<file path="config.mk">
export PLATFORM = sky130hd
export DESIGN_NAME = conv_ff_bank
export DESIGN_NICKNAME = d
export VERILOG_FILES = /design/src/rtl/conv_ff_pkg.sv /design/src/rtl/conv_ff_next.sv /design/src/rtl/conv_ff_bank.sv
export SDC_FILE = /design/constraint.sdc
export NUM_CORES = 1
export LEC_CHECK = 0
export CORE_MARGIN = 5
export CORE_UTILIZATION = 48
export DETAILED_ROUTE_END_ITERATION = 16
export PLACE_DENSITY = 0.92
export SLEW_MARGIN = 20
export SYNTH_ARGS = -nofsm -noshare
export SYNTH_HDL_FRONTEND = slang
export SYNTH_SLANG_ARGS = --single-unit
export TNS_END_PERCENT = 20
</file>
<file path="constraint.sdc">
create_clock -name clk -period 4.24 [get_ports clk]
set_input_delay 0.636 -clock clk [delete_from_list [all_inputs] [get_ports clk]]
set_output_delay 0.636 -clock clk [all_outputs]
set_load 0.02 [all_outputs]
</file>
<file path="src/rtl/conv_ff_pkg.sv">
// Shared types and constants for the convertible flip-flop bank.
package conv_ff_pkg;

    // Per-cycle behaviour of every bit in the bank.
    typedef enum logic [1:0] {
        MODE_D  = 2'b00,
        MODE_T  = 2'b01,
        MODE_SR = 2'b10,
        MODE_JK = 2'b11
    } mode_t;

    // Resolution of the S=R=1 input in SR mode.
    localparam int SR_HOLD = 0;
    localparam int SR_SET  = 1;
    localparam int SR_RST  = 2;

endpackage

</file>
<file path="src/rtl/conv_ff_next.sv">
// Combinational next-state function of one convertible flip-flop bit.
module conv_ff_next
    import conv_ff_pkg::*;
#(
    parameter int SR_POLICY = SR_SET
) (
    input  mode_t mode,
    input  logic  a,
    input  logic  b,
    input  logic  q,
    output logic  d
);

    // Select the D/T/SR/JK characteristic equation for this bit.
    always_comb begin
        // NOTE: default first so every path assigns d and no latch is inferred.
        d = q;
        case (mode)
            MODE_D:  d = a;
            MODE_T:  d = q ^ a;
            MODE_SR: begin
                if (a && b) begin
                    if (SR_POLICY == SR_SET)      d = 1'b1;
                    else if (SR_POLICY == SR_RST) d = 1'b0;
                    else                          d = q;
                end else begin
                    d = a | (~b & q);
                end
            end
            MODE_JK: d = (a & ~q) | (~b & q);
            default: d = q;
        endcase
    end

endmodule

</file>
<file path="src/rtl/conv_ff_bank.sv">
// Bank of WIDTH runtime-convertible flip-flops (D/T/SR/JK) with sticky
// SR-conflict flags and a saturating conflict counter.
// Optional macro CONV_FF_BANK_CHG_EN adds a registered per-bit change pulse (chg).
module conv_ff_bank
    import conv_ff_pkg::*;
#(
    parameter int               WIDTH     = 8,
    parameter logic [WIDTH-1:0] RST_VAL   = {WIDTH{1'b0}},
    parameter int               SR_POLICY = SR_SET,
    parameter int               CNT_W     = 8
) (
    input  logic             clk,
    input  logic             rst_n,
    input  logic             en,
    input  logic [1:0]       mode,
    input  logic [WIDTH-1:0] a,
    input  logic [WIDTH-1:0] b,
    input  logic             clr_err,
    output logic [WIDTH-1:0] q,
    output logic             mode_busy,
    output logic [WIDTH-1:0] conflict,
    output logic [CNT_W-1:0] conflict_cnt
`ifdef CONV_FF_BANK_CHG_EN
    ,
    output logic [WIDTH-1:0] chg
`endif
);

    mode_t            mode_q;
    logic             update;
    logic [WIDTH-1:0] d_next;
    logic [WIDTH-1:0] hit;

    // A requested mode differing from the active one costs one hold edge.
    assign mode_busy = (mode_t'(mode) != mode_q);
    assign update    = en & ~mode_busy;
    assign hit       = (update && mode_q == MODE_SR) ? (a & b) : '0;

    for (genvar i = 0; i < WIDTH; i++) begin : g_bit
        conv_ff_next #(.SR_POLICY(SR_POLICY)) u_next (
            .mode (mode_q),
            .a    (a[i]),
            .b    (b[i]),
            .q    (q[i]),
            .d    (d_next[i])
        );
    end

    // State bits and the active mode register.
    always_ff @(posedge clk) begin
        // NOTE: non-blocking assignments keep every register sampling pre-edge values.
        if (!rst_n) begin
            q      <= RST_VAL;
            mode_q <= MODE_D;
        end else begin
            mode_q <= mode_t'(mode);
            if (update) q <= d_next;
        end
    end

    // Sticky per-bit conflict flags; a fresh conflict beats a clear.
    always_ff @(posedge clk) begin
        if (!rst_n)       conflict <= '0;
        else if (clr_err) conflict <= hit;
        else              conflict <= conflict | hit;
    end

    // Saturating count of cycles that saw any conflict.
    always_ff @(posedge clk) begin
        if (!rst_n) begin
            conflict_cnt <= '0;
        end else if (clr_err) begin
            conflict_cnt <= (|hit) ? CNT_W'(1) : '0;
        end else if ((|hit) && (conflict_cnt != {CNT_W{1'b1}})) begin
            conflict_cnt <= conflict_cnt + CNT_W'(1);
        end
    end

`ifdef CONV_FF_BANK_CHG_EN
    // One-cycle pulse on bits whose value changed at the last functional edge.
    always_ff @(posedge clk) begin
        if (!rst_n) chg <= '0;
        else        chg <= update ? (d_next ^ q) : '0;
    end
`endif

endmodule

</file>
==> results of run 1 <==
==> synth_stat cells, types with 2 or more instances <==
cell type and n:
xnor2_1 2, buf_4 8, inv_1 9, dfxtp_1 26, nor2b_1 2, o41ai_1 2
o22ai_1 13, nand3_1 10, o21ai_0 6, a21oi_1 7, nand2_1 25, nand4_1 4
o31ai_1 2, and2_1 10, buf_6 2, nor2_1 5, nand2b_1 2, o311ai_0 2
and4_1 2, mux2i_1 6, or4_1 2, clkbuf_1 6, o211ai_1 5, o221ai_1 3
==> worst max-delay path, cell delays in order <==
cell	delay, ns
clkdlybuf4s50_1	0.45
xnor2_1	0.17
nand2_1	0.09
clkdlybuf4s50_1	0.60
==> through the flow <==
| step | utilization, % | instance area (sq um) | total power [mW] |
|---|---|---|---|
| 6_report | 66.3 | 1840 | 0.510 |
| 3_5_place_dp | 64.4 | 1790 | 0.346 |
| 4_1_cts | 66.3 | 1840 | 0.512 |
| 3_3_place_gp | 64.4 | 1790 | 0.344 |
| 5_1_grt | 66.3 | 1840 | 0.530 |
| 2_1_floorplan | - | 1400 | 0.310 |
==> final cells by class <==
class / count / area [sq um] / share of cell area [%]
clock buffers: 3 / 22.5 / 1.22
multi-input cells: 119 / 733 / 39.8
inverters: 10 / 37.5 / 2.04
well taps: 31 / 38.8 / 2.10
flip-flops and latches: 26 / 520 / 28.2
repair buffers: 46 / 460 / 25.0
clock inverters: 1 / 30.0 / 1.63
==> report_power, final <==
group	internal [mW]	total [mW]	switching, mW
Clock	0.0955	0.169	0.0738
Sequential	0.251	0.257	0.00640
Combinational	0.0425	0.0841	0.0416
Total	0.389	0.510	0.122
==> flip-flops by register name (all words and copies together), names as in the netlist <==
name,cells
conflict,8
conflict_cnt,8
q,8
mode_q,2
==> path summary, 6_finish.rpt <==
check / cells past startpoint / end / slack (ns)
worst max-delay path: 4 / mode_busy / 1.66
worst min-delay path: 2 / conflict_cnt[5] / 0.51
worst max register to register: 4 / conflict_cnt[4] / 2.16
worst min register to register: 2 / conflict_cnt[5] / 0.51
==> per-layer routing <==
| metal | vias up | global-route usage (%) | routed length [microns] |
|---|---|---|---|
| li1 | 684 | - | - |
| met1 | 612 | 19.4 | 1440 |
| met2 | 40 | 27.3 | 1650 |
| met3 | 4 | 2.45 | 168 |
| met4 | 0 | 6.49 | 53 |
| met5 | - | 0 | 0 |
==> cell families (layout without fill, tap and decap cells) <==
group | Yosys count | count (layout) | share of synthesized area, %
simple gates | 67 | 67 | 24.8
compound gates | 43 | 43 | 21.2
flops | 26 | 26 | 37.3
buf+inv | 26 | 60 | 10.2
mux | 6 | 6 | 4.30
xor+xnor | 2 | 2 | 1.25
fa+ha+maj | 1 | 1 | 0.896
==> placed cells by master, fill, tap and decap left out, drive strengths merged <==
master          n
nor3            1
o221ai          3
a21boi          1
clkbuf          3
bufinv          1
o21bai          1
nand3          10
and4b           1
xnor2           2
o211ai          5
a21oi           7
ha              1
nand4           4
o21ai           6
nand2          25
o41ai           2
nand2b          2
inv            10
clkdlybuf4s50  46
nor2            5
and3            1
o31ai           2
nor2b           2
dfxtp          26
nor4            1
and2           10
o22ai          13
o311ai          2
mux2i           6
and4            2
or4             3
o21ba           1
==> out/summary.txt, run 1 <==
setup TNS - 0 ns
Min Hold Slack - 0.513 ns
Setup Buffers After CTS - 0
Post-synth EDFFs - 0
initial DRC count - 45
# port buffers - 46
initial antenna violation count - 0
fin. max-slew vios - 0
Seq/Total Area, Yosys - 37.3%
Reg2Reg Launch Point - mode_q[0]
syn avg cell area - 8.17 sq um
CTS resizes - 0
gr ovfl total - 0
outcome - complete, no violations
Rows - 19
Placed Instances - 232
Mapped Nets - 194
CTS Hold Buffers Added - 0
TritonCTS Buffers - 3
area delta synth->final - 32.0%
Clock Path Buffers - 2
min-delay src - conflict_cnt[5]
Placer Congestion - 0.841
RSZ-0062 raised after global routing - no
area fraction of the dominant cell type after synthesis - 37.3%
layout cell share with drive strength beyond 1 - 3.90%
Post-Synthesis Cells - 171
Synth Cell Area - 0.00140 sq mm
first-pass GRT wire length - 5.37 mm
Max-cap violations - 0
non-filler cells, final - 236
largest net degree at the start of global routing - 27
min Tclk post-route - 2.58 ns
maximum VDD drop - 0.188 mV
root buf cell - clkbuf_4
relative slew slack - 50.7%
drt drc - 0
# setup viols final - 0
Synth async-reset ratio - 0%
Top Ports - 47
Yosys Warn Count - 0
WS Path Type - input pin to output port
drt via density - 5.68
core area - 0.00278 sq mm
Final Cycle Share - 60.9%
Crit. End Element - output port
vias in the first global route - 1219
Synth area leaders - dfxtp_1 (37%), nand2_1 (6.7%), o22ai_1 (5.8%)
skew final - 0.00215 ns
H-Tree Depth - 1
Antenna diodes - 0
final hold violation count - 0
vias - 1340
P per Cell Area - 277 mW/mm^2
CTS tree - done
Worst Setup Slack, final - 1.66 ns
first drt pass iteration count - 4
Top FF cell, synth - dfxtp_1
Total Die Area - 0.00409 sq mm
critical path fanouts, max - 3
HP Class - flop to flop
chip width - 63.9 microns
largest area contributor in the netlist - dfxtp_1
Filler Cells Inserted - 234
crit path DAT - 1.94 ns
#FFs+latches synth - 26
Post-DP HPWL - 2.42 mm
die height - 63.9 microns
critical path required time - 3.60 ns
slew of the pin with the lowest slew margin - 0.737 ns
crit path from - mode[0]
final wirelength - 3.32 mm
Clk pin slew, worst setup/hold paths - 0.14 ns
Critical Path Start Type - input pin
f_max - 388 MHz
Final #Nets - 229
Starting Density - 50.2%
Routed Antenna Nets - 0
Clock Latency Late Sink - 0.32 ns
pre-CTS setup slack - 1.60 ns
GR Util All Layers - 15.8%
Pleak - 0.638 nW
Distinct cells, synth - 34
WL/cell - 14.1 microns
total clock sinks - 26
(Power assumes the default switching activity.)
==> run 2: changes to the inputs <==
CORE_UTILIZATION = 45   (was 48)
PLACE_DENSITY = 0.87   (was 0.92)
clock period = 2.4 ns   (was 4.24 ns; I/O delays follow)
==> run 2 against run 1 <==
Non-clock buffer count up 2. Total power rose by 78%. Global-route usage grew 0.74 points. Worst hold slack better by 0.010 ns. Clock skew is 0.0046 ns higher. Sequential share of layout area shrank 0.27 points. Critical path type is now flop to output port. Combinational power grew 78%. Clock power rose by 79%. Cell area grew 0.95%. Final cell count increased by 1.7%. Register-to-register slack lost 1.7 ns.
==> out/summary.txt, run 2 (synthesis gave the netlist of run 1 again) <==
outcome - complete, no violations (unchanged)
vias in the first global route - 1197 (was 1219)
chip width - 65.7 microns (was 63.9 microns)
Final Cycle Share - 89.2%
core area - 0.00300 sq mm (was 0.00278 sq mm)
Buf/Inv on CP - 1 (was 2)
WL/cell - 14.0 microns (was 14.1 microns)
setup TNS - 0 ns (unchanged)
Clock Path Buffers - 2 (unchanged)
met2 WL - 1.67 mm (was 1.65 mm)
relative slew slack - 68.8% (was 50.7%)
f_max - 467 MHz
root buf cell - clkbuf_4 (unchanged)
final wirelength - 3.37 mm (was 3.32 mm)
largest net degree at the start of global routing - 16 (was 27)
Clock Latency Late Sink - 0.33 ns (was 0.32 ns)
Total Die Area - 0.00432 sq mm (was 0.00409 sq mm)
maximum VDD drop - 0.286 mV (was 0.188 mV)
crit-path max cell delay - 0.60 ns (about the same)
commonest non-fill, non-tap cell in the layout - clkdlybuf4s50_1 (unchanged)
HP Class - flop to flop (unchanged)
H-Tree Depth - 1 (unchanged)
Crit. End Element - output port (unchanged)
CTS tree - done (unchanged)
total clock sinks - 26 (unchanged)
fin. max-slew vios - 0 (unchanged)
TritonCTS Buffers - 3 (unchanged)
vias - 1342 (was 1340)
Top Layer Used - met4 (unchanged)
Setup Buffers After CTS - 0 (unchanged)
initial antenna violation count - 0 (unchanged)
Clk pin slew, worst setup/hold paths - 0.14 ns (about the same)
Final #Nets - 231 (was 229)
CTS resizes - 0 (unchanged)
P per Cell Area - 488 mW/mm^2 (was 277 mW/mm^2)
Top Ports - 47 (unchanged)
most frequent cells in the layout - clkdlybuf4s50_1 (46), dfxtp_1 (26), nand2_1 (25) (unchanged)
first drt pass iteration count - 4 (unchanged)
Placer Congestion - 0.826 (was 0.841)
initial DRC count - 52 (was 45)
Placed Instances - 236 (was 232)
CTS Hold Buffers Added - 0 (unchanged)
WL met1 - 1.50 mm (was 1.44 mm)
final hold violation count - 0 (unchanged)
RSZ-0062 raised after global routing - no (unchanged)
Core Util, Final - 62.0% (was 66.3%)
Routed Antenna Nets - 0 (unchanged)
slew of the pin with the lowest slew margin - 0.467 ns (was 0.737 ns)
crit path DAT - 1.78 ns (was 1.94 ns)
skew final - 0.00674 ns (was 0.00215 ns)
WS Path Type - flop to output port (was input pin to output port)
GR Util All Layers - 16.6% (was 15.8%)
Pleak - 0.647 nW (was 0.638 nW)
critical path required time - 2.04 ns (was 3.60 ns)
area delta synth->final - 33.2% (was 32.0%)
Max-cap violations - 0 (unchanged)
layout cell share with drive strength beyond 1 - 4.83% (was 3.90%)
die height - 65.7 microns (was 63.9 microns)
# port buffers - 46 (unchanged)
registers with the most flip-flops - conflict: 8 flops, conflict_cnt: 8 flops, q: 8 flops (unchanged)
CP max stage cell - clkdlybuf4s50_1 (unchanged)
Starting Density - 46.5% (was 50.2%)
cell family with most CP delay - buffers and inverters (unchanged)
Critical Path Start Type - flop (was input pin)
CP Cell Sequence - xnor2_1 -> nand2_1 -> clkdlybuf4s50_1 (was clkdlybuf4s50_1 -> xnor2_1 -> nand2_1 -> clkdlybuf4s50_1)
Antenna diodes - 0 (unchanged)
Post-DP HPWL - 2.58 mm (was 2.42 mm)
drt via density - 5.59 (was 5.68)
met3 wire len - 151 microns (was 168 microns)
# setup viols final - 0 (unchanged)
min Tclk post-route - 2.14 ns
critical path fanouts, max - 11 (was 3)
drt drc - 0 (unchanged)
Rows - 20 (was 19)
gr ovfl total - 0 (unchanged)
first-pass GRT wire length - 5.64 mm (was 5.37 mm)
non-filler cells, final - 240 (was 236)
## run 2: cell type report
type / count / area [sq um]
sequential: 26 / 520
fill: 260 / 1140
clock buffer: 3 / 22.5
timing repair buffer: 48 / 475
tap: 33 / 41.3
clock inverter: 1 / 30.0
multi-input combinational: 119 / 733
inverter: 10 / 37.5
## run 2: path summary, 6_finish.rpt
kind,from,endpoint,slack [ns],depth (start not counted)
min,q[7],q[7],0.52,2
max,mode_q[0],mode_busy,0.26,3
max reg2reg,mode_q[0],conflict_cnt[4],0.45,4
min reg2reg,q[7],q[7],0.52,2
## run 2: worst reg2reg max path, delay by kind of cell (launching register included)
family           cells  cell delay [ns]
AO/OA/AOI/OAI        2             0.38
flip-flops           1             0.46
AND/OR/NAND/NOR      2             1.06
## run 2: report_power, final
part	switching (mW)	internal (mW)
Combinational	0.0735	0.0763
Sequential	0.0120	0.443
Clock	0.134	0.169
## run 2: routing by layer
metal	up-vias	GRT usage (%)
met3	4	2.39
met2	34	28.0
met4	0	6.99
met1	621	20.8
li1	683	-
met5	-	0
## run 2: per-stage QoR
step / hold slack, ns / worst slack, ns / total power [mW] / cell area [sq um]
floorplan: 0.475 / 0.397 / 0.547 / 1400
global placement: 0.493 / 0.150 / 0.611 / 1810
detailed placement: 0.502 / 0.132 / 0.614 / 1810
CTS: 0.523 / 0.258 / 0.915 / 1860
global route: 0.551 / 0.153 / 0.948 / 1860
finish: 0.524 / 0.260 / 0.907 / 1860
